### src/rtl/uart_pkg.sv
// Shared state encoding and constants for the AXI-Stream UART transmitter.
package uart_pkg;

    typedef enum logic [2:0] {
        IDLE,
        START,
        DATA,
        PARITY,
        STOP,
        GAP
    } tx_state_t;

    localparam int UART_DATA_BITS       = 8;
    localparam int UART_MIN_CLK_PER_BIT = 2;

endpackage

### src/rtl/uart_tx_fifo.sv
// Synchronous FIFO buffering {tlast, tdata} entries ahead of the UART serialiser.
module uart_tx_fifo #(
    parameter int WIDTH = 9,
    parameter int DEPTH = 4
) (
    input  logic             clk,
    input  logic             rst_n,
    input  logic             push,
    input  logic             pop,
    input  logic [WIDTH-1:0] din,
    output logic [WIDTH-1:0] dout,
    output logic             full,
    output logic             empty
);

    localparam int AW = $clog2(DEPTH);

    logic [WIDTH-1:0] mem [DEPTH];
    logic [AW:0]      wr_ptr;
    logic [AW:0]      rd_ptr;

    // Extra MSB on each pointer distinguishes full from empty when the indices match.
    assign full  = (wr_ptr[AW] != rd_ptr[AW]) && (wr_ptr[AW-1:0] == rd_ptr[AW-1:0]);
    assign empty = (wr_ptr == rd_ptr);
    assign dout  = mem[rd_ptr[AW-1:0]];

    // NOTE: storage is deliberately left unreset; only the pointers define validity.
    always_ff @(posedge clk) begin
        if (push && !full) begin
            mem[wr_ptr[AW-1:0]] <= din;
        end
    end

    // NOTE: sequential state uses non-blocking assignments so every flop samples pre-edge values.
    always_ff @(posedge clk or negedge rst_n) begin
        if (!rst_n) begin
            wr_ptr <= '0;
            rd_ptr <= '0;
        end else begin
            if (push && !full) begin
                wr_ptr <= wr_ptr + 1'b1;
            end
            if (pop && !empty) begin
                rd_ptr <= rd_ptr + 1'b1;
            end
        end
    end

endmodule

### src/rtl/uart_axis_tx.sv
// AXI-Stream to 8N1 UART transmitter with a post-tlast idle gap.
// Define UART_TX_PARITY_EN to add a parity bit and the parity_odd input.
module uart_axis_tx
    import uart_pkg::*;
#(
    parameter int DATA_WIDTH = 8,
    parameter int CLK_BITS   = 9,
    parameter int FIFO_DEPTH = 4,
    parameter int GAP_BITS   = 10
) (
    input  logic                  clk,
    input  logic                  rst_n,
    input  logic [DATA_WIDTH-1:0] s_axis_tdata,
    input  logic                  s_axis_tvalid,
    output logic                  s_axis_tready,
    input  logic                  s_axis_tlast,
    input  logic [CLK_BITS-1:0]   clk_per_bit,
`ifdef UART_TX_PARITY_EN
    input  logic                  parity_odd,
`endif
    output logic                  uart_tx,
    output logic                  busy,
    output logic                  frame_done
);

    localparam int GAP_W = (GAP_BITS < 1) ? 1 : $clog2(GAP_BITS + 1);

    tx_state_t               state;
    logic [DATA_WIDTH:0]     fifo_dout;
    logic                    fifo_full;
    logic                    fifo_empty;
    logic                    fifo_push;
    logic                    start_now;
    logic                    ready_en;
    logic                    bit_end;
    logic [CLK_BITS-1:0]     clk_sel;
    logic [CLK_BITS-1:0]     period;
    logic [CLK_BITS-1:0]     bit_cnt;
    logic [2:0]              data_idx;
    logic [GAP_W-1:0]        gap_cnt;
    logic [DATA_WIDTH-1:0]   shift_reg;
    logic                    tlast_r;
`ifdef UART_TX_PARITY_EN
    logic                    tx_par;
`endif

    // ready_en holds tready low while reset is asserted, since the empty FIFO alone would not.
    assign s_axis_tready = ready_en && !fifo_full;
    assign fifo_push     = s_axis_tvalid && s_axis_tready;
    assign busy          = (state != IDLE) || !fifo_empty;
    assign bit_end       = (bit_cnt == '0);
    assign clk_sel       = (clk_per_bit < CLK_BITS'(UART_MIN_CLK_PER_BIT))
                         ? CLK_BITS'(UART_MIN_CLK_PER_BIT) : clk_per_bit;

    // Frames chain directly out of STOP or GAP so queued bytes leave no idle cycle.
    assign start_now = !fifo_empty &&
                       ((state == IDLE) ||
                        (state == STOP && bit_end && !(tlast_r && GAP_BITS > 0)) ||
                        (state == GAP && bit_end && gap_cnt == '0));

    uart_tx_fifo #(
        .WIDTH (DATA_WIDTH + 1),
        .DEPTH (FIFO_DEPTH)
    ) u_fifo (
        .clk   (clk),
        .rst_n (rst_n),
        .push  (fifo_push),
        .pop   (start_now),
        .din   ({s_axis_tlast, s_axis_tdata}),
        .dout  (fifo_dout),
        .full  (fifo_full),
        .empty (fifo_empty)
    );

    always_ff @(posedge clk or negedge rst_n) begin
        if (!rst_n) begin
            ready_en <= 1'b0;
        end else begin
            ready_en <= 1'b1;
        end
    end

    always_ff @(posedge clk or negedge rst_n) begin
        if (!rst_n) begin
            state      <= IDLE;
            uart_tx    <= 1'b1;
            frame_done <= 1'b0;
            period     <= '0;
            bit_cnt    <= '0;
            data_idx   <= '0;
            gap_cnt    <= '0;
            shift_reg  <= '0;
            tlast_r    <= 1'b0;
`ifdef UART_TX_PARITY_EN
            tx_par     <= 1'b0;
`endif
        end else begin
            // Registered pulse lands on the final cycle of the stop bit.
            frame_done <= (state == STOP) && (bit_cnt == CLK_BITS'(1));

            if (start_now) begin
                state     <= START;
                uart_tx   <= 1'b0;
                shift_reg <= fifo_dout[DATA_WIDTH-1:0];
                tlast_r   <= fifo_dout[DATA_WIDTH];
                period    <= clk_sel;
                bit_cnt   <= clk_sel - CLK_BITS'(1);
`ifdef UART_TX_PARITY_EN
                tx_par    <= ^fifo_dout[DATA_WIDTH-1:0];
`endif
            end else begin
                case (state)
                    IDLE: begin
                        uart_tx <= 1'b1;
                    end
                    START: begin
                        if (bit_end) begin
                            state    <= DATA;
                            uart_tx  <= shift_reg[0];
                            data_idx <= '0;
                            bit_cnt  <= period - CLK_BITS'(1);
                        end else begin
                            bit_cnt <= bit_cnt - CLK_BITS'(1);
                        end
                    end
                    DATA: begin
                        if (bit_end) begin
                            bit_cnt <= period - CLK_BITS'(1);
                            if (data_idx == 3'(UART_DATA_BITS - 1)) begin
`ifdef UART_TX_PARITY_EN
                                state   <= PARITY;
                                uart_tx <= tx_par ^ parity_odd;
`else
                                state   <= STOP;
                                uart_tx <= 1'b1;
`endif
                            end else begin
                                data_idx  <= data_idx + 3'd1;
                                shift_reg <= shift_reg >> 1;
                                uart_tx   <= shift_reg[1];
                            end
                        end else begin
                            bit_cnt <= bit_cnt - CLK_BITS'(1);
                        end
                    end
                    PARITY: begin
                        if (bit_end) begin
                            state   <= STOP;
                            uart_tx <= 1'b1;
                            bit_cnt <= period - CLK_BITS'(1);
                        end else begin
                            bit_cnt <= bit_cnt - CLK_BITS'(1);
                        end
                    end
                    STOP: begin
                        uart_tx <= 1'b1;
                        if (bit_end) begin
                            if (tlast_r && GAP_BITS > 0) begin
                                state   <= GAP;
                                gap_cnt <= GAP_W'(GAP_BITS - 1);
                                bit_cnt <= period - CLK_BITS'(1);
                            end else begin
                                state <= IDLE;
                            end
                        end else begin
                            bit_cnt <= bit_cnt - CLK_BITS'(1);
                        end
                    end
                    GAP: begin
                        uart_tx <= 1'b1;
                        if (bit_end) begin
                            if (gap_cnt == '0) begin
                                state <= IDLE;
                            end else begin
                                gap_cnt <= gap_cnt - GAP_W'(1);
                                bit_cnt <= period - CLK_BITS'(1);
                            end
                        end else begin
                            bit_cnt <= bit_cnt - CLK_BITS'(1);
                        end
                    end
                    default: begin
                        state   <= IDLE;
                        uart_tx <= 1'b1;
                    end
                endcase
            end
        end
    end

endmodule

### config.mk
export PLATFORM = sky130hd
export DESIGN_NAME = uart_axis_tx
export DESIGN_NICKNAME = d
export VERILOG_FILES = /design/src/rtl/uart_pkg.sv /design/src/rtl/uart_tx_fifo.sv /design/src/rtl/uart_axis_tx.sv
export SDC_FILE = /design/constraint.sdc
export NUM_CORES = 1
export LEC_CHECK = 0
export ABC_CLOCK_PERIOD_IN_PS = 3230
export CAP_MARGIN = 30
export CORE_MARGIN = 10
export CORE_UTILIZATION = 60
export CTS_CLUSTER_SIZE = 25
export DETAILED_ROUTE_END_ITERATION = 16
export PLACE_DENSITY_LB_ADDON = 0.05
export SYNTH_ARGS = -nofsm -noshare
export SYNTH_HDL_FRONTEND = slang
export SYNTH_SLANG_ARGS = --single-unit
### constraint.sdc
create_clock -name clk -period 3.23 [get_ports clk]
set_clock_uncertainty 0.1 [all_clocks]
set_input_delay 0.646 -clock clk [delete_from_list [all_inputs] [get_ports clk]]
set_output_delay 0.646 -clock clk [all_outputs]
set_load 0.005 [all_outputs]
[After elaboration in Yosys (flattened, before gate mapping)]
Memories as Yosys holds them, arrays and structs flattened.
Index checks and enable logic that the tools add are counted.
Storage, ports and cells
  memories: 1
  bits of input ports: 21
  output and inout port bits: 4
  RAM bits: 36
  bits in registers: 46
  word-level logic and storage cells: 122
Memory list
  u_fifo.mem: words 4, width 9, read ports 1, clocked after Yosys merged registers in 0, wr ports 1, RTL line uart_tx_fifo.sv:18  | logic [WIDTH-1:0] mem [DEPTH];
Cells by class
  multiplexer cells: 39
  reduce and logical (&&, ||, !) cells: 33
  add/subtract/negate cells: 7
  bitwise operators: 1
  order comparisons: 1
  equality and inequality tests: 28
Operator list (count)
  9-bit two-way mux: 7
  3-bit two-way mux: 12
  8-bit two-way mux: 4
  9-bit case mux with 3 select lines: 1
  9-bit by 1-bit subtractor with 9-bit output (second input constant): 3
  3-bit by 2-bit inequality test with 1-bit output (second input constant): 6
  3-bit case mux with 6 select lines: 1
  4-bit two-way mux: 4
  2-bit inequality test (second input constant): 7
  1-bit logical AND: 11
  3-bit by 1-bit adder with 3-bit output (second input constant): 3
  3-bit equality test (second input constant): 3
  9-bit by 1-bit equality test with 1-bit output (second input constant): 1
  9-bit logical NOT: 1
  9-bit by 2-bit < comparator with 1-bit output (second input constant): 1
  3-bit AND reduction: 3
  4-bit by 3-bit inequality test with 1-bit output (second input constant): 2
  4-bit case mux with 2 select lines: 1
  8-bit AND reduction: 1
  2-bit nonzero test: 4
  1-bit two-way mux: 7
  3-bit by 2-bit equality test with 1-bit output (second input constant): 2
  3-bit case mux with 2 select lines: 1
  6-bit AND reduction: 1
  17 further kinds: 22

[Logic depth before layout (Yosys ltp)]
Gate-level depths: netlist of run 1.
  word-level depth: 8
  depth in mapped cells: 9

[By module]
A second synthesis of run 1 with hierarchy kept.
Second synthesis, totals
  cell total of the unflattened synthesis: 390
  area, all modules: 4335.4 um2
Modules (own cells, without submodules)
  uart_axis_tx: area each 2563.7 um2, times used 1, cells each 294, seq. area each 1002.2 um2
  uart_tx_fifo: area each 1771.7 um2, times used 1, cells each 96, seq. area each 1231.2 um2

[Least setup slack after synthesis of run 1]
Ideal clock, no wire load.
  path kind: input -> register
  start point: in clk_per_bit[7]
  end point: reg bit_cnt[8]
  data required time: 3.048 ns
  path buffers: 0
  slack: 0.543 ns
  stages: 7
  arrival: 2.505 ns
  setup time: 0.082 ns
  path through: or4_1 o31ai_1 ha_1 nand4b_1 xor2_1 mux2_4 a22oi_2
On the way
  word-level cells in the longest chain between the ends: 4
Ends and longest elaborated chain
  start: declaration: RTL line uart_axis_tx.sv:17  | input logic [CLK_BITS-1:0] clk_per_bit,
  9-bit by 2-bit < comparator with 1-bit output: RTL line uart_axis_tx.sv:52  | assign clk_sel = (clk_per_bit < CLK_BITS'(UART_MIN_CLK_PER_BIT))
  9-bit two-way mux (*): RTL line uart_axis_tx.sv:53  | ? CLK_BITS'(UART_MIN_CLK_PER_BIT) : clk_per_bit;
  9-bit by 1-bit subtractor with 9-bit output (*): RTL line uart_axis_tx.sv:107  | bit_cnt <= clk_sel - CLK_BITS'(1);
  9-bit two-way mux (*): RTL line uart_axis_tx.sv:101  | if (start_now) begin
  end signal: assignment: RTL line uart_axis_tx.sv:107
  end signal: assignment: RTL line uart_axis_tx.sv:121  | bit_cnt <= period - CLK_BITS'(1);
  end signal: assignment: RTL line uart_axis_tx.sv:123  | bit_cnt <= bit_cnt - CLK_BITS'(1);
  end: declaration: RTL line uart_axis_tx.sv:38  | logic [CLK_BITS-1:0] bit_cnt;
Every way passes the cells marked *; elsewhere a longest branch is shown, timed or not.
A chain may end at the register's enable or synchronous reset.

[Final worst setup path of run 1]
  start point: reg u_fifo.wr_ptr[0]
  end point: out s_axis_tready
On the way
  word-level cells in the longest chain between the ends: 4
Ends and longest elaborated chain
  start: declaration: RTL line uart_tx_fifo.sv:19  | logic [AW:0] wr_ptr;
  start signal: assignment: RTL line uart_tx_fifo.sv:41  | wr_ptr <= wr_ptr + 1'b1;
  2-bit equality test: RTL line uart_tx_fifo.sv:23  | assign full = (wr_ptr[AW] != rd_ptr[AW]) && (wr_ptr[AW-1:0] == rd_ptr[AW-1:0]);
  1-bit logical AND: RTL line uart_tx_fifo.sv:23
  1-bit logical NOT: RTL line uart_axis_tx.sv:48  | assign s_axis_tready = ready_en && !fifo_full;
  1-bit logical AND: RTL line uart_axis_tx.sv:48
  end: declaration: RTL line uart_axis_tx.sv:15  | output logic s_axis_tready,
Every way passes these cells.

==> metrics.md, run 1 <==
| Metric | Value |
|---|---|
| Status | complete, no violations |
| Setup WS pre-CTS | 86.24 ps |
| Seq/Total Area, Yosys | 52.22% |
| Maxcap violations | 0 |
| Adder-cell share of the synthesized area | 4.096% |
| I/O Pins | 25 |
| Worst Path Required | 2480 ps |
| Total core area | 6869 um2 |
| Comb pwr share | 33.4% |
| Final Slew Violations | 0 |
| Share of power burned in the clock network | 21.4% |
| H-tree depth | 3 |
| CP max FO | 6 |
| Xor and xnor area share after synthesis | 3.891% |
| Final Non-Filler Cells | 500 |
| Fin nets | 434 |
| Fin util | 71.48% |
| Hold Buf Count CTS | 0 |
| Design area | 4910 um2 |
| Worst Setup Start Kind | register |
| Die extent in x | 104.4 um |
| EDFF count, synth | 36 |
| Inst Count DP | 484 |
| Gr usage total | 16.15% |
| Synth unique cells | 62 |
| Antenna diode count | 0 |
| Vias per std cell | 5.766 |
| Sw frac | 35.51% |
| Clock Sinks | 82 |
| Sequential share of power | 45.2% |
| Share of post-route cells with drive strength above 1 | 19.80% |
| Row count | 30 |
| Worst Hold Class | input port to asynchronous set/reset pin |
| Clock transition at path regs | 90 ps |
| Tot Pwr | 3.676 mW |
| Root Driver | clkbuf_8 |
| Final worst-path cycle share | 91.28% |
| Setup violators final | 0 |
| Placed cell area | 4702 um2 |
| Crit path arrival time | 2200 ps |
| Starting density of the core | 62.26% |
| Seq cells post-synth | 82 |
| Vias in the first global route | 3,014 |
| Grt total ovfl | 0 |
| Die Area | 10,900 um2 |
| Post-CTS Repair Setup Buffers | 0 |
| Unrepaired setup endpoints after global routing | false |
| Top post-synthesis cells by count | nand2_1, dfrtp_1, edfxtp_1 |
| Post-Syn Area | 4277 um2 |
| Post-cts sizing count | 0 |
| Mux share of post-synthesis cell area | 11.76% |
| CP top delay family | buffers and inverters |
| Top_reg_cell synth | dfrtp_1 |
| Die height | 104.4 um |
| Post-route DRC | 0 |
| Max FFs per register | 36 |
| Count leader, synth | nand2_1 |
| DRT Pass-1 Iters | 4 |
| NetSw | 1.306 mW |
| PD cells | 748.8 nW/um2 |
| Worst setup EP type | primary output |
| Leading area contributor after synthesis | dfrtp_1 |
| Antenna violations before repair | 0 |
| Largest family of logic cells by synthesized area | simple AND/OR/NAND/NOR gates |
| Cts bufs inserted | 9 |
| Sequence of cells on the critical path | xor2_1, nor2_1, a21boi_0, clkdlybuf4s50_1 |
| Worst-case vdd ir drop | 0.4787 mV |
| Setup WS post-layout | 281.8 ps |
| Min Tclk post-route | 2948 ps |
| Largest net degree at the start of global routing | 30 |
| Skew-Pair Late Insertion Delay | 360 ps |
| Worst-margin pin slew | 579.7 ps |
| Yosys Warn Count | 0 |
| CTS Buffer Depth | 2 |
| Area grow syn2layout | 14.80% |
| Final Wtd Congestion | 0.8680 |
| Number of nets with antenna violations after routing | 0 |
| Simple-gate portion of the synthesized area | 16.38% |
| Area share of the largest cell type after synthesis | 26.33% |
| Cell count after synthesis | 360 |
| Leak | 2.028 nW |
| Setup TNS | 0 ps |
| Starting DRT DRC Count | 158 |
| PortBufs | 24 |
| Crit-path max cell delay | 620 ps |
| TritonCTS clock tree | done |
| WL final | 8.423 mm |
| Vias | 2,883 |
| Syn nets | 395 |
| Max_slew headroom | 61.23% |
| Critical path class | register to primary output |
| Final Hold Fails | 0 |
| Async set-reset flop share out of synthesis | 56.10% |
| DR WL/cell | 16.85 um |
| Internal | 2.371 mW |
| WHS | 113.7 ps |
| Worst Path Buf+Inv | 1 |
| Critical path's slowest cell | clkdlybuf4s50_1 |
| Compound-cell area share of the yosys netlist | 8.777% |
| Dpl hpwl | 6.138 mm |
| First-pass GRT wire length | 14.70 mm |
| Most area-consuming cells after synthesis | dfrtp_1, edfxtp_1, mux2_2, mux4_2, nand2_1 |
| FMAX | 0.3392 GHz |
| Avg Synthesized Cell Area | 11.88 um2 |
## power by group through the flow
stage | logic (mW) | registers [mW] | clock network [mW]
2_1_floorplan | 0.961 | 1.58 | 0
3_3_place_gp | 1.21 | 1.67 | 0
3_5_place_dp | 1.23 | 1.68 | 0
4_1_cts | 1.24 | 1.66 | 0.803
5_1_grt | 1.39 | 1.70 | 0.851
6_report | 1.23 | 1.66 | 0.787
## final timing paths
| path | from | to | slack, ps | depth (start not counted) |
|---|---|---|---|---|
| min in group clk | shift_reg[0] | uart_tx | 390 | 2 |
| hold reg to reg | shift_reg[0] | uart_tx | 390 | 2 |
| setup reg to reg | bit_cnt[0] | bit_cnt[3] | 440 | 8 |
| setup / recovery | u_fifo.wr_ptr[0] | s_axis_tready | 280 | 4 |
| max in group asynchronous | rst_n | uart_tx | 2330 | 2 |
| hold / removal | rst_n | bit_cnt[3] | 110 | 1 |
## layer usage
layer | part of all wire, % | wire length (um) | GRT usage (%) | vias up
li1 | - | - | - | 1406
met1 | 44 | 3744 | 20.26 | 1405
met2 | 50 | 4197 | 26.81 | 55
met3 | 3.7 | 309 | 3.160 | 17
met4 | 2.0 | 172 | 6.064 | 0
met5 | 0 | 0 | 0 | -
## cells in the final DEF (no fill, tap or decap), types with 3 or more instances in the layout
cell type	n
a21oi_1	9
a31oi_1	3
and3_1	4
buf_4	15
clkbuf_8	9
clkdlybuf4s50_1	23
dfrtp_1	45
edfxtp_1	36
ha_1	14
inv_1	15
mux2_2	20
mux2i_1	6
mux4_2	9
nand2_1	47
nand3_1	7
nand3b_1	4
nor2_1	20
nor3_1	7
nor3b_1	3
o21ai_0	17
o31ai_1	6
or3_1	7
or3b_2	3
or4_1	3
xnor2_1	7
xor2_1	12
## cell type report
type	count	area, um2
Clock buffer	9	123.9
Clock inverter	7	83.83
Fill cell	497	1959
Inverter	15	56.30
Multi-Input combinational cell	251	1924
Sequential cell	82	2233
Tap cell	96	120.1
Timing Repair Buffer	40	367.9
## cell families (layout without fill, tap and decap cells)
family	count (synthesis)	after routing
simple gates	125	125
xor+xnor	19	19
compound gates	56	56
buf+inv	27	71
flops	82	82
other cells	1	1
mux	36	36
fa+ha+maj	14	14
## worst reg2reg max path, delay by kind of cell (launching register included)
kind	cells	cell delay, ps
compound gates	1	230
flops	1	440
fa+ha+maj	1	240
buf+inv	2	480
mux	2	370
simple gates	2	820
No activity file was read; power rests on OpenSTA's default activity.
==> inputs of run 2 (changes only) <==
ABC_CLOCK_PERIOD_IN_PS = 3200   (was 3230)
clock period = 3.2 ns   (was 3.23 ns; I/O delays follow)
==> metrics.md, run 2 (synthesis gave the netlist of run 1 again) <==
| Metric | Value |
|---|---|
| Status | complete, no violations |
| I/O Pins | 25 (unchanged) |
| Antenna violations before repair | 0 (unchanged) |
| CTS Buffer Depth | 2 (unchanged) |
| Die Area | 10,900 um2 (unchanged) |
| Grt total ovfl | 0 (unchanged) |
| Hold Buf Count CTS | 0 (unchanged) |
| Met2 WL | 4.246 mm (+1.2%) |
| # fillers | 495 (-0.40%) |
| FMAX | 0.3413 GHz |
| Register-to-Register Path Depth | 8 (unchanged) |
| Vias in the first global route | 3,014 (unchanged) |
| CP Launch Point | u_fifo.wr_ptr[0] |
| Worst Hold Class | input port to asynchronous set/reset pin |
| H-tree depth | 3 (unchanged) |
| Total core area | 6869 um2 (unchanged) |
| Commonest non-fill, non-tap cell in the layout | nand2_1 |
| DR top layer | met4 |
| Design area | 4908 um2 (about the same) |
| DRT Pass-1 Iters | 4 (unchanged) |
| DR WL/cell | 16.91 um (+0.40%) |
| Die height | 104.4 um (unchanged) |
| Final Wtd Congestion | 0.8683 (about the same) |
| Post-CTS Repair Setup Buffers | 0 (unchanged) |
| Antenna diode count | 0 (unchanged) |
| Setup TNS | 0 ps (unchanged) |
| Reg2Reg Setup Slack | 370 ps (-70 ps) |
| Max FFs per register | 36 (unchanged) |
| Final Hold Fails | 0 (unchanged) |
| Dpl hpwl | 6.131 mm (-0.11%) |
| Final worst-path cycle share | 91.55% |
| NetSw | 1.323 mW (+1.3%) |
| Unrepaired setup endpoints after global routing | false |
| Wl on met1 | 3.717 mm (-0.72%) |
| Area grow syn2layout | 14.77% (about the same) |
| PD cells | 757.0 nW/um2 (+1.1%) |
| Vias per std cell | 5.752 (-0.24%) |
| Seq. cell area | 2233 um2 (unchanged) |
| Gr usage total | 16.05% (-0.11 points) |
| Worst-margin pin slew | 602.4 ps (+22.73 ps) |
| Worst r2r src | bit_cnt[0] |
| PortBufs | 24 (unchanged) |
| Starting density of the core | 62.26% (unchanged) |
| Comb pwr share | 33.6% (+0.2 points) |
| DR WL met3 | 322 um (+4.2%) |
| Starting DRT DRC Count | 143 (-9.5%) |
| Share of post-route cells with drive strength above 1 | 19.80% (unchanged) |
| WL final | 8.457 mm (+0.40%) |
| Share of power burned in the clock network | 21.2% (-0.2 points) |
| Root Driver | clkbuf_8 |
| Largest net degree at the start of global routing | 30 (unchanged) |
| Worst Path Required | 2460 ps (-20 ps) |
| Worst Setup Start Kind | register |
| Leak | 2.019 nW (-0.44%) |
| Max_slew headroom | 59.71% (-1.5 points) |
| Clock Sinks | 82 (unchanged) |
| Most frequent cells in the layout | nand2_1, dfrtp_1, edfxtp_1 |
| Vias | 2,876 (-0.24%) |
| Number of nets with antenna violations after routing | 0 (unchanged) |
| Worst-case vdd ir drop | 0.4229 mV (-12%) |
| Placed cell area | 4702 um2 (unchanged) |
| Clock transition at path regs | 90 ps (about the same) |
| Cts bufs inserted | 9 (unchanged) |
| Sw frac | 35.61% (+0.095 points) |
| Row count | 30 (unchanged) |
| R2r endpoint | bit_cnt[3] |
| Worst setup EP type | primary output |
| Fin nets | 434 (unchanged) |
| Final Slew Violations | 0 (unchanged) |
| Post-cts sizing count | 0 (unchanged) |
| Critical path class | register to primary output |
| Die extent in x | 104.4 um (unchanged) |
| CP max FO | 6 (unchanged) |
| Post-route DRC | 0 (unchanged) |
| First-pass GRT wire length | 14.53 mm (-1.1%) |
| Crit path arrival time | 2190 ps (about the same) |
| Skew-Pair Late Insertion Delay | 350 ps (about the same) |
| Internal | 2.392 mW (+0.92%) |
| TritonCTS clock tree | done |
| Maxcap violations | 0 (unchanged) |
| Sequential share of power | 45.3% (about the same) |
| Min Tclk post-route | 2930 ps |
| Multi-input gate area | 1924 um2 (unchanged) |
| Setup violators final | 0 (unchanged) |
## run 2: how the worst max path moves through the flow
stage                                to  slack [ps]  cells past startpoint
after global placement       bit_cnt[8]         140                      8
final                     s_axis_tready         270                      4
after global routing      s_axis_tready          40                      4
after floorplan              bit_cnt[8]         520                      7
after CTS                 s_axis_tready         250                      4
after detailed placement     bit_cnt[8]          90                      8
## run 2: stage by stage
stage | hold WS, ps | cells | worst slack (ps) | util, % | total power, mW
floorplan | 244.4 | 360 | 519.3 | - | 2.567
global placement | 373.8 | 483 | 136.4 | 68.16 | 2.901
detailed placement | 375.9 | 484 | 92.49 | 68.45 | 2.931
CTS | 121.0 | 500 | 245.6 | 71.46 | 3.734
global route | 134.1 | 500 | 42.36 | 71.46 | 3.981
finish | 119.2 | 500 | 270.4 | 71.46 | 3.716
## run 2: final cells by class
type / count / area share, %
Inverter: 15 / 1.147
Clock buffer: 9 / 2.524
Sequential cell: 82 / 45.50
Clock inverter: 7 / 1.682
Timing Repair Buffer: 40 / 7.494
Multi-Input combinational cell: 251 / 39.20
Tap cell: 96 / 2.447
## run 2: power groups by stage
stage	registers (mW)	clock network, mW	logic, mW
after floorplan	1.60	0	0.970
after global placement	1.68	0	1.22
after detailed placement	1.69	0	1.24
after CTS	1.68	0.802	1.26
after global routing	1.72	0.843	1.41
final	1.68	0.787	1.25
## run 2: critical path, cell delays in order (launching register included)
cell and delay, ps:
dfrtp_1 470, xor2_1 250, nor2_1 60, a21boi_0 450, clkdlybuf4s50_1 610
## run 2: per-layer routing
layer | vias up | GRT usage (%)
li1 | 1401 | -
met3 | 16 | 2.850
met2 | 49 | 27.89
met5 | - | 0
met4 | 0 | 6.163
met1 | 1410 | 19.17
